<file path="config.mk">
export PLATFORM = sky130hd
export DESIGN_NAME = pep_sll_credit_link
export DESIGN_NICKNAME = d
export VERILOG_FILES = /design/src/rtl/pep_sll_credit_link.sv
export SDC_FILE = /design/constraint.sdc
export NUM_CORES = 1
export LEC_CHECK = 0
export BUFFER_PORTS_ARGS = -buffer_cell sky130_fd_sc_hd__buf_2
export CAP_MARGIN = 10
export CORE_MARGIN = 1
export CORE_UTILIZATION = 35
export DETAILED_ROUTE_END_ITERATION = 16
export HOLD_SLACK_MARGIN = 0.12
export SLEW_MARGIN = 15
export SYNTH_ARGS = -nofsm -noshare
export SYNTH_HDL_FRONTEND = slang
export SYNTH_SLANG_ARGS = --single-unit
</file>
<file path="constraint.sdc">
create_clock -name clk -period 10.1 [get_ports clk]
set_input_delay 2.02 -clock clk [delete_from_list [all_inputs] [get_ports clk]]
set_output_delay 2.02 -clock clk [all_outputs]
set_load 0.02 [all_outputs]
</file>
<file path="src/rtl/pep_sll_credit_link.sv">
// Credit-based SLR crossing: LAT-stage forward pipe into a receive FIFO, credits returned
// through a LAT-stage pipe, and a LAT+1-cycle sideband that carries no flow control.
module pep_sll_credit_link #(
  parameter int DATA_W = 64,
  parameter int SIDE_W = 8,
  parameter int LAT    = 2,
  parameter int DEPTH  = 8,
  parameter int CNT_W  = $clog2(DEPTH + 1)
) (
  input  logic              clk,
  input  logic              s_rst,
  input  logic [DATA_W-1:0] in_data,
  input  logic              in_vld,
  output logic              in_rdy,
  input  logic [SIDE_W-1:0] in_side,
  output logic [DATA_W-1:0] out_data,
  output logic              out_vld,
  input  logic              out_rdy,
  output logic [SIDE_W-1:0] out_side,
  output logic [CNT_W-1:0]  credit_cnt,
  output logic [CNT_W-1:0]  fifo_cnt,
  output logic              error
);

  localparam int PTR_W = $clog2(DEPTH);

  logic              accept;
  logic              pop;
  logic              fifo_wr;
  logic              fifo_full;
  logic              fifo_wr_ok;
  logic              credit_full;
  logic              crd_arrive;

  logic [LAT-1:0]    fwd_vld;
  logic [DATA_W-1:0] fwd_data [LAT];
  logic [LAT-1:0]    crd_pipe;
  logic [SIDE_W-1:0] side_pipe [LAT+1];

  logic [DATA_W-1:0] mem [DEPTH];
  logic [PTR_W-1:0]  wr_ptr;
  logic [PTR_W-1:0]  rd_ptr;

  // Pointers wrap at DEPTH explicitly, so DEPTH need not be a power of two.
  function automatic logic [PTR_W-1:0] ptr_inc(input logic [PTR_W-1:0] p);
    return (p == PTR_W'(DEPTH - 1)) ? '0 : p + PTR_W'(1);
  endfunction

  assign in_rdy      = (credit_cnt != '0);
  assign accept      = in_vld & in_rdy;
  assign credit_full = (credit_cnt == CNT_W'(DEPTH));
  assign crd_arrive  = crd_pipe[LAT-1];

  assign fifo_wr     = fwd_vld[LAT-1];
  assign fifo_full   = (fifo_cnt == CNT_W'(DEPTH));
  assign fifo_wr_ok  = fifo_wr & ~fifo_full;
  assign out_vld     = (fifo_cnt != '0);
  assign pop         = out_vld & out_rdy;
  assign out_data    = out_vld ? mem[rd_ptr] : '0;
  assign out_side    = side_pipe[LAT];

  // NOTE: sequential state uses <= so every stage samples the pre-edge value of its neighbour.
  always_ff @(posedge clk) begin
    if (s_rst) begin
      fwd_vld  <= '0;
      crd_pipe <= '0;
    end else begin
      fwd_vld[0]  <= accept;
      crd_pipe[0] <= pop;
      for (int i = 1; i < LAT; i++) begin
        fwd_vld[i]  <= fwd_vld[i-1];
        crd_pipe[i] <= crd_pipe[i-1];
      end
    end
  end

  // NOTE: payload registers and FIFO storage carry no reset; valids and counts qualify them.
  always_ff @(posedge clk) begin
    if (accept) fwd_data[0] <= in_data;
    for (int i = 1; i < LAT; i++) begin
      if (fwd_vld[i-1]) fwd_data[i] <= fwd_data[i-1];
    end
    if (fifo_wr_ok) mem[wr_ptr] <= fwd_data[LAT-1];
  end

  always_ff @(posedge clk) begin
    if (s_rst) begin
      for (int i = 0; i <= LAT; i++) side_pipe[i] <= '0;
    end else begin
      side_pipe[0] <= in_side;
      for (int i = 1; i <= LAT; i++) side_pipe[i] <= side_pipe[i-1];
    end
  end

  always_ff @(posedge clk) begin
    if (s_rst) begin
      wr_ptr   <= '0;
      rd_ptr   <= '0;
      fifo_cnt <= '0;
    end else begin
      if (fifo_wr_ok) wr_ptr <= ptr_inc(wr_ptr);
      if (pop)        rd_ptr <= ptr_inc(rd_ptr);
      case ({fifo_wr_ok, pop})
        2'b10:   fifo_cnt <= fifo_cnt + CNT_W'(1);
        2'b01:   fifo_cnt <= fifo_cnt - CNT_W'(1);
        default: fifo_cnt <= fifo_cnt;
      endcase
    end
  end

  // Accept and credit arrival in the same cycle cancel; a surplus credit saturates.
  always_ff @(posedge clk) begin
    if (s_rst) begin
      credit_cnt <= CNT_W'(DEPTH);
    end else begin
      case ({accept, crd_arrive})
        2'b10:   credit_cnt <= credit_cnt - CNT_W'(1);
        2'b01:   if (!credit_full) credit_cnt <= credit_cnt + CNT_W'(1);
        default: credit_cnt <= credit_cnt;
      endcase
    end
  end

  always_ff @(posedge clk) begin
    if (s_rst) begin
      error <= 1'b0;
    end else if ((fifo_wr & fifo_full) | (crd_arrive & credit_full)) begin
      error <= 1'b1;
    end
  end

endmodule

</file>
== Word-level counts from Yosys, hierarchy flattened ==
Memory sizes are Yosys's and may differ from the RTL's. A register that Yosys moved wholly into a read port is not among the register bits.
Index checks and enable logic that the tools add are counted.
Word-level totals
  register bits after elaboration: 19
  memory bits (writable): 664
  input port bits: 76
  memories: 3
  bits in read-only memories: 0
  latch bits: 0
  logic and storage cells: 60
  output and inout port bits: 83
Memory list
  mem: depth 8, width 64, read ports 1, clocked after Yosys merged registers in 1, wr ports 1, RTL line 40  | logic [DATA_W-1:0] mem [DEPTH];
  fwd_data: depth 2, width 64, read ports 2, clocked after Yosys merged registers in 0, wr ports 2, RTL line 36  | logic [DATA_W-1:0] fwd_data [LAT];
  side_pipe: depth 3, width 8, read ports 3, clocked after Yosys merged registers in 0, wr ports 3, RTL line 38  | logic [SIDE_W-1:0] side_pipe [LAT+1];
Operators by class
  add/sub/neg operators: 6
  shift operators: 0
  equality and inequality tests: 9
  bitwise logic cells: 10
  muxes and demuxes: 20
  order comparisons: 0
  reductions and logical operators: 5
  $mul: 0
  div/mod/pow operators: 0
Operators with widths (count)
  two-way mux 64 bit: 1
  two-way mux 8 bit: 3
  one-hot mux 4 bit (2 select lines): 2
  two-way mux 3 bit: 4
  two-way mux 1 bit: 9
  adder 4 x 1 -> 4 bit (second input constant): 2
  == test 4 bit (second input constant): 2
  nonzero test 4 bit: 2
  subtractor 4 x 1 -> 4 bit (second input constant): 2
  adder 3 x 1 -> 3 bit (second input constant): 2
  == test 3 bit (second input constant): 2
  bitwise AND 1 bit: 5
  == test 2 x 1 -> 1 bit (second input constant): 2
  == test 2 bit (second input constant): 2
  two-way mux 4 bit: 1
  OR 1 bit: 4
  nonzero test 2 bit: 2
  inequality test 2 bit (second input constant): 1
  AND reduction 2 bit: 1
  NOT 1 bit: 1

== Logic depth before layout (Yosys ltp) ==
  word-level depth: 5
  mapped depth: 11
  gate-level depth less buffers: 10

== Worst setup path after synthesis ==
Ideal clock, no wire load.
  path type: register -> register
  start point: register fifo_cnt[1]
  end point: memory mem[0][0] (enable)
  path buffers: 2
  period minus slack after synthesis: 7.676 ns
  cell stages (with the launch flop): 6
  arrival time: 7.033 ns
  setup time: 0.644 ns
  path slack: 2.424 ns
  required time: 9.456 ns
  cells stage by stage: dfxtp_1 buf_6 nor3_2 a21o_1 buf_6 nor4_1
Between the ends
  cells in the longest elaborated chain, start to end: 5
RTL lines
  start, declared: RTL line 21  | output logic [CNT_W-1:0] fifo_cnt,
  start signal, assigned: RTL line 104  | 2'b10: fifo_cnt <= fifo_cnt + CNT_W'(1);
  start signal, assigned: RTL line 105  | 2'b01: fifo_cnt <= fifo_cnt - CNT_W'(1);
  start signal, assigned: RTL line 106  | default: fifo_cnt <= fifo_cnt;
  == test 4 bit: RTL line 55  | assign fifo_full = (fifo_cnt == CNT_W'(DEPTH));
  NOT 1 bit: RTL line 56  | assign fifo_wr_ok = fifo_wr & ~fifo_full;
  bitwise AND 1 bit: RTL line 56
  two-way mux 1 bit: RTL line 83  | if (fifo_wr_ok) mem[wr_ptr] <= fwd_data[LAT-1];
  two-way mux 1 bit (not written as such): RTL line 83
  end, declared: RTL line 40
Every way passes these cells.

==> impl_metrics.env <==
export IMPL_outcome="complete, no violations"
export IMPL_timing_rr_start="fifo_cnt[1]"
export IMPL_use_met3_pct=2.77
export IMPL_ys_seq_area_share_pct=80.2
export IMPL_fin_crit_ns=5.43
export IMPL_yosys_warnings=0
export IMPL_cp_endpoint="out_data[3]"
export IMPL_ctsHoldBuffers=0
export IMPL_clkSinkCount=686
export IMPL_grt_pass1_vias=12063
export IMPL_timing_fmax_mhz=184
export IMPL_drtAntennaViolNets=0
export IMPL_crit_arrival_ns=3.41
export IMPL_rr_worst_depth=11
export IMPL_rr_endpoint="fifo_cnt[2]"
export IMPL_rsz0062_at_grt="false"
export IMPL_hpwlAfterDp_um=26000
export IMPL_tns_ns=0
export IMPL_cp_required_ns=8.08
export IMPL_io_pins=159
export IMPL_cts_root_buf="clkbuf_16"
export IMPL_grt_max_degree=93
export IMPL_synth_seq_cells=686
export IMPL_hold_class="register to register"
export IMPL_synth_top_cell_area_share_pct=76.6
export IMPL_met2_usage_pct=23.4
export IMPL_worst_hold_startpoint="fwd_data[0][11]"
export IMPL_portBuffers=158
export IMPL_yosys_top_cells_count="edfxtp_1 (640), mux4_2 (128), nor2_1 (77)"
export IMPL_netlist_area_mm2=0.0251
export IMPL_die_w_um=270
export IMPL_maxSlewHeadroom_pct=26.9
export IMPL_fin_skew_ns=0.0332
export IMPL_grt_busiest_layer="met2"
export IMPL_power_leakage_nw=9.45
export IMPL_synth_most_common_cell="edfxtp_1"
export IMPL_syn_num_nets=1217
export IMPL_synth_area_top_cells="edfxtp_1 (77%), mux4_2 (11%), dfxtp_1 (3.7%)"
export IMPL_p_total_w=0.00754
export IMPL_synth_area_per_cell_um2=22.2
export IMPL_core_region_area_mm2=0.0705
export IMPL_crit_chain="buf_12, mux4_2, mux2i_1, nor2_1, buf_2"
export IMPL_area_delta_synth_final_pct=17.0
export IMPL_dr_pass1_iters=4
export IMPL_clk_latency_ns=0.61
export IMPL_cts_setup_buffers=0
export IMPL_hold_ws_ns=0.414
export IMPL_cts_buffers=75
export IMPL_period_share_pct=53.8
export IMPL_synth_edf_count=640
export IMPL_cts_resized=0
export IMPL_synth_cell_types=42
export IMPL_slew_violations=0
export IMPL_yosysTopAreaCell="edfxtp_1"
export IMPL_p_per_area_mw_per_mm2=257
export IMPL_gp_congestion=0.679
export IMPL_tightest_slew_ns=1.10
export IMPL_wirelength_um=51300
export IMPL_overflow=0
export IMPL_clkTransAtPathRegs_ns=0.06
export IMPL_max_stage_delay_ns=0.87
export IMPL_drcViolationCount=0
export IMPL_startpoint_type="register"
export IMPL_critPathSlowestCell="dfxtp_4"
export IMPL_fin_nets=1418
export IMPL_crit_buf_inv=2
export IMPL_htreeDepth=3
export IMPL_vias=11334
export IMPL_ys_async_sr_fraction_pct=0
export IMPL_die_h_um=270
export IMPL_cts_tree="done"
export IMPL_hold_viol_final=0
export IMPL_endpoint_kind="output port"
export IMPL_met1_usage_pct=19.0
export IMPL_yosys_most_used_dff="edfxtp_1"
export IMPL_drt_iter0_drc=640
export IMPL_r2r_slack_ns=6.58
export IMPL_path_depth=5
export IMPL_setup_violations=0
export IMPL_drv_cap=0
export IMPL_grtUsageTotal_pct=14.2
export IMPL_grt_pass1_wl_um=76100
export IMPL_crit_type="register to output port"
export IMPL_initial_core_util_pct=35.6
export IMPL_wire_per_inst_um=22.0
export IMPL_path_max_fanout=92
export IMPL_placed_cells=2196
export IMPL_syn_inst=1132
export IMPL_dieArea_mm2=0.0728
export IMPL_cp_top_family="flip-flops"
export IMPL_final_cells=2334
export IMPL_ir_drop_uv=223
export IMPL_antenna_found_initial=1
export IMPL_core_rowCount=97
export IMPL_clockBufferDepth=3
export IMPL_viasPerCell=4.86
export IMPL_insertedDiodeCount=0
export IMPL_final_layout_size_suffix_gt1_share_pct=31.1
==> where the power goes <==
part / internal [W] / total (W) / switching (W)
logic: 0.000595 / 0.00148 / 0.000884
registers: 0.00328 / 0.00343 / 0.000151
clock network: 0.00153 / 0.00263 / 0.00110
==> registers in the layout (all words and copies together) (netlist names), 2 cells and up, named ones only <==
| signal | flops |
|---|---|
| fwd_vld | 2 |
| mem | 512 |
| fwd_data | 128 |
| rd_ptr | 3 |
| side_pipe | 24 |
| crd_pipe | 2 |
| credit_cnt | 4 |
| wr_ptr | 3 |
| fifo_cnt | 4 |
==> worst min path at each step <==
stage                            end  slack [ns]  cells past startpoint
finish               fwd_data[0][75]        0.41                      0
floorplan           fwd_data[0][100]        0.40                      0
detailed placement  fwd_data[0][121]        0.40                      0
CTS                  fwd_data[0][87]        0.41                      0
global route         fwd_data[0][87]        0.42                      0
global placement     fwd_data[0][82]        0.40                      0
==> logic make-up (layout without fill, tap and decap cells) <==
logic type               after synthesis  in the layout  share of synthesized area, %
AND/OR/NAND/NOR                      149            149                          2.84
adder cells (fa/ha/maj)                9              9                         0.479
XOR/XNOR                               4              4                         0.140
flip-flops                           686            686                          80.2
multiplexers                         197            197                          14.2
AO/OA/AOI/OAI                         26             26                         0.698
buffers and inverters                 61            323                          1.36
==> worst register-to-register path, delay by kind of cell, from the launching register on <==
kind	cells	cell delay [ns]
buffers and inverters	3	1.10
AND/OR/NAND/NOR	3	0.71
multiplexers	1	0.33
flip-flops	1	0.42
XOR/XNOR	1	0.17
AO/OA/AOI/OAI	1	0.19
adder cells (fa/ha/maj)	2	0.49
==> routing by layer <==
layer  share of wire (%)  vias up
met5                   0        -
met4                 2.1        0
met3                 3.7       68
met2                  49      222
met1                  45     6043
li1                    -     5001
==> placed cells by master, fill, tap and decap left out, types with 8 or more instances in the layout <==
cell type	instances
nand2_1	13
dfxtp_1	42
a21oi_1	11
ha_1	8
nor2b_1	30
nor2_1	74
mux4_2	128
edfxtp_1	640
clkinv_2	9
clkbuf_16	78
buf_2	158
buf_4	22
mux2i_1	67
clkbuf_1	20
clkinv_1	13
==> metrics by stage <==
step / area, um^2 / setup slack (ns) / util [%]
3_5_place_dp: 27000 / 5.18 / 38.3
6_report: 29400 / 4.67 / 41.7
2_1_floorplan: 25100 / 2.42 / -
4_1_cts: 29400 / 4.51 / 41.7
5_1_grt: 29400 / 4.34 / 41.7
3_3_place_gp: 27000 / 5.21 / 38.3
==> layout make-up <==
cell class,count,area [um^2]
clock buffer,98,2030
clock inverter,40,350
fill,6119,41100
inverter,4,17.5
multi-input combinational,385,4680
sequential,686,20200
tap,940,1180
timing repair buffer,181,976
Note: power is estimated with default switching activity, not from simulation.
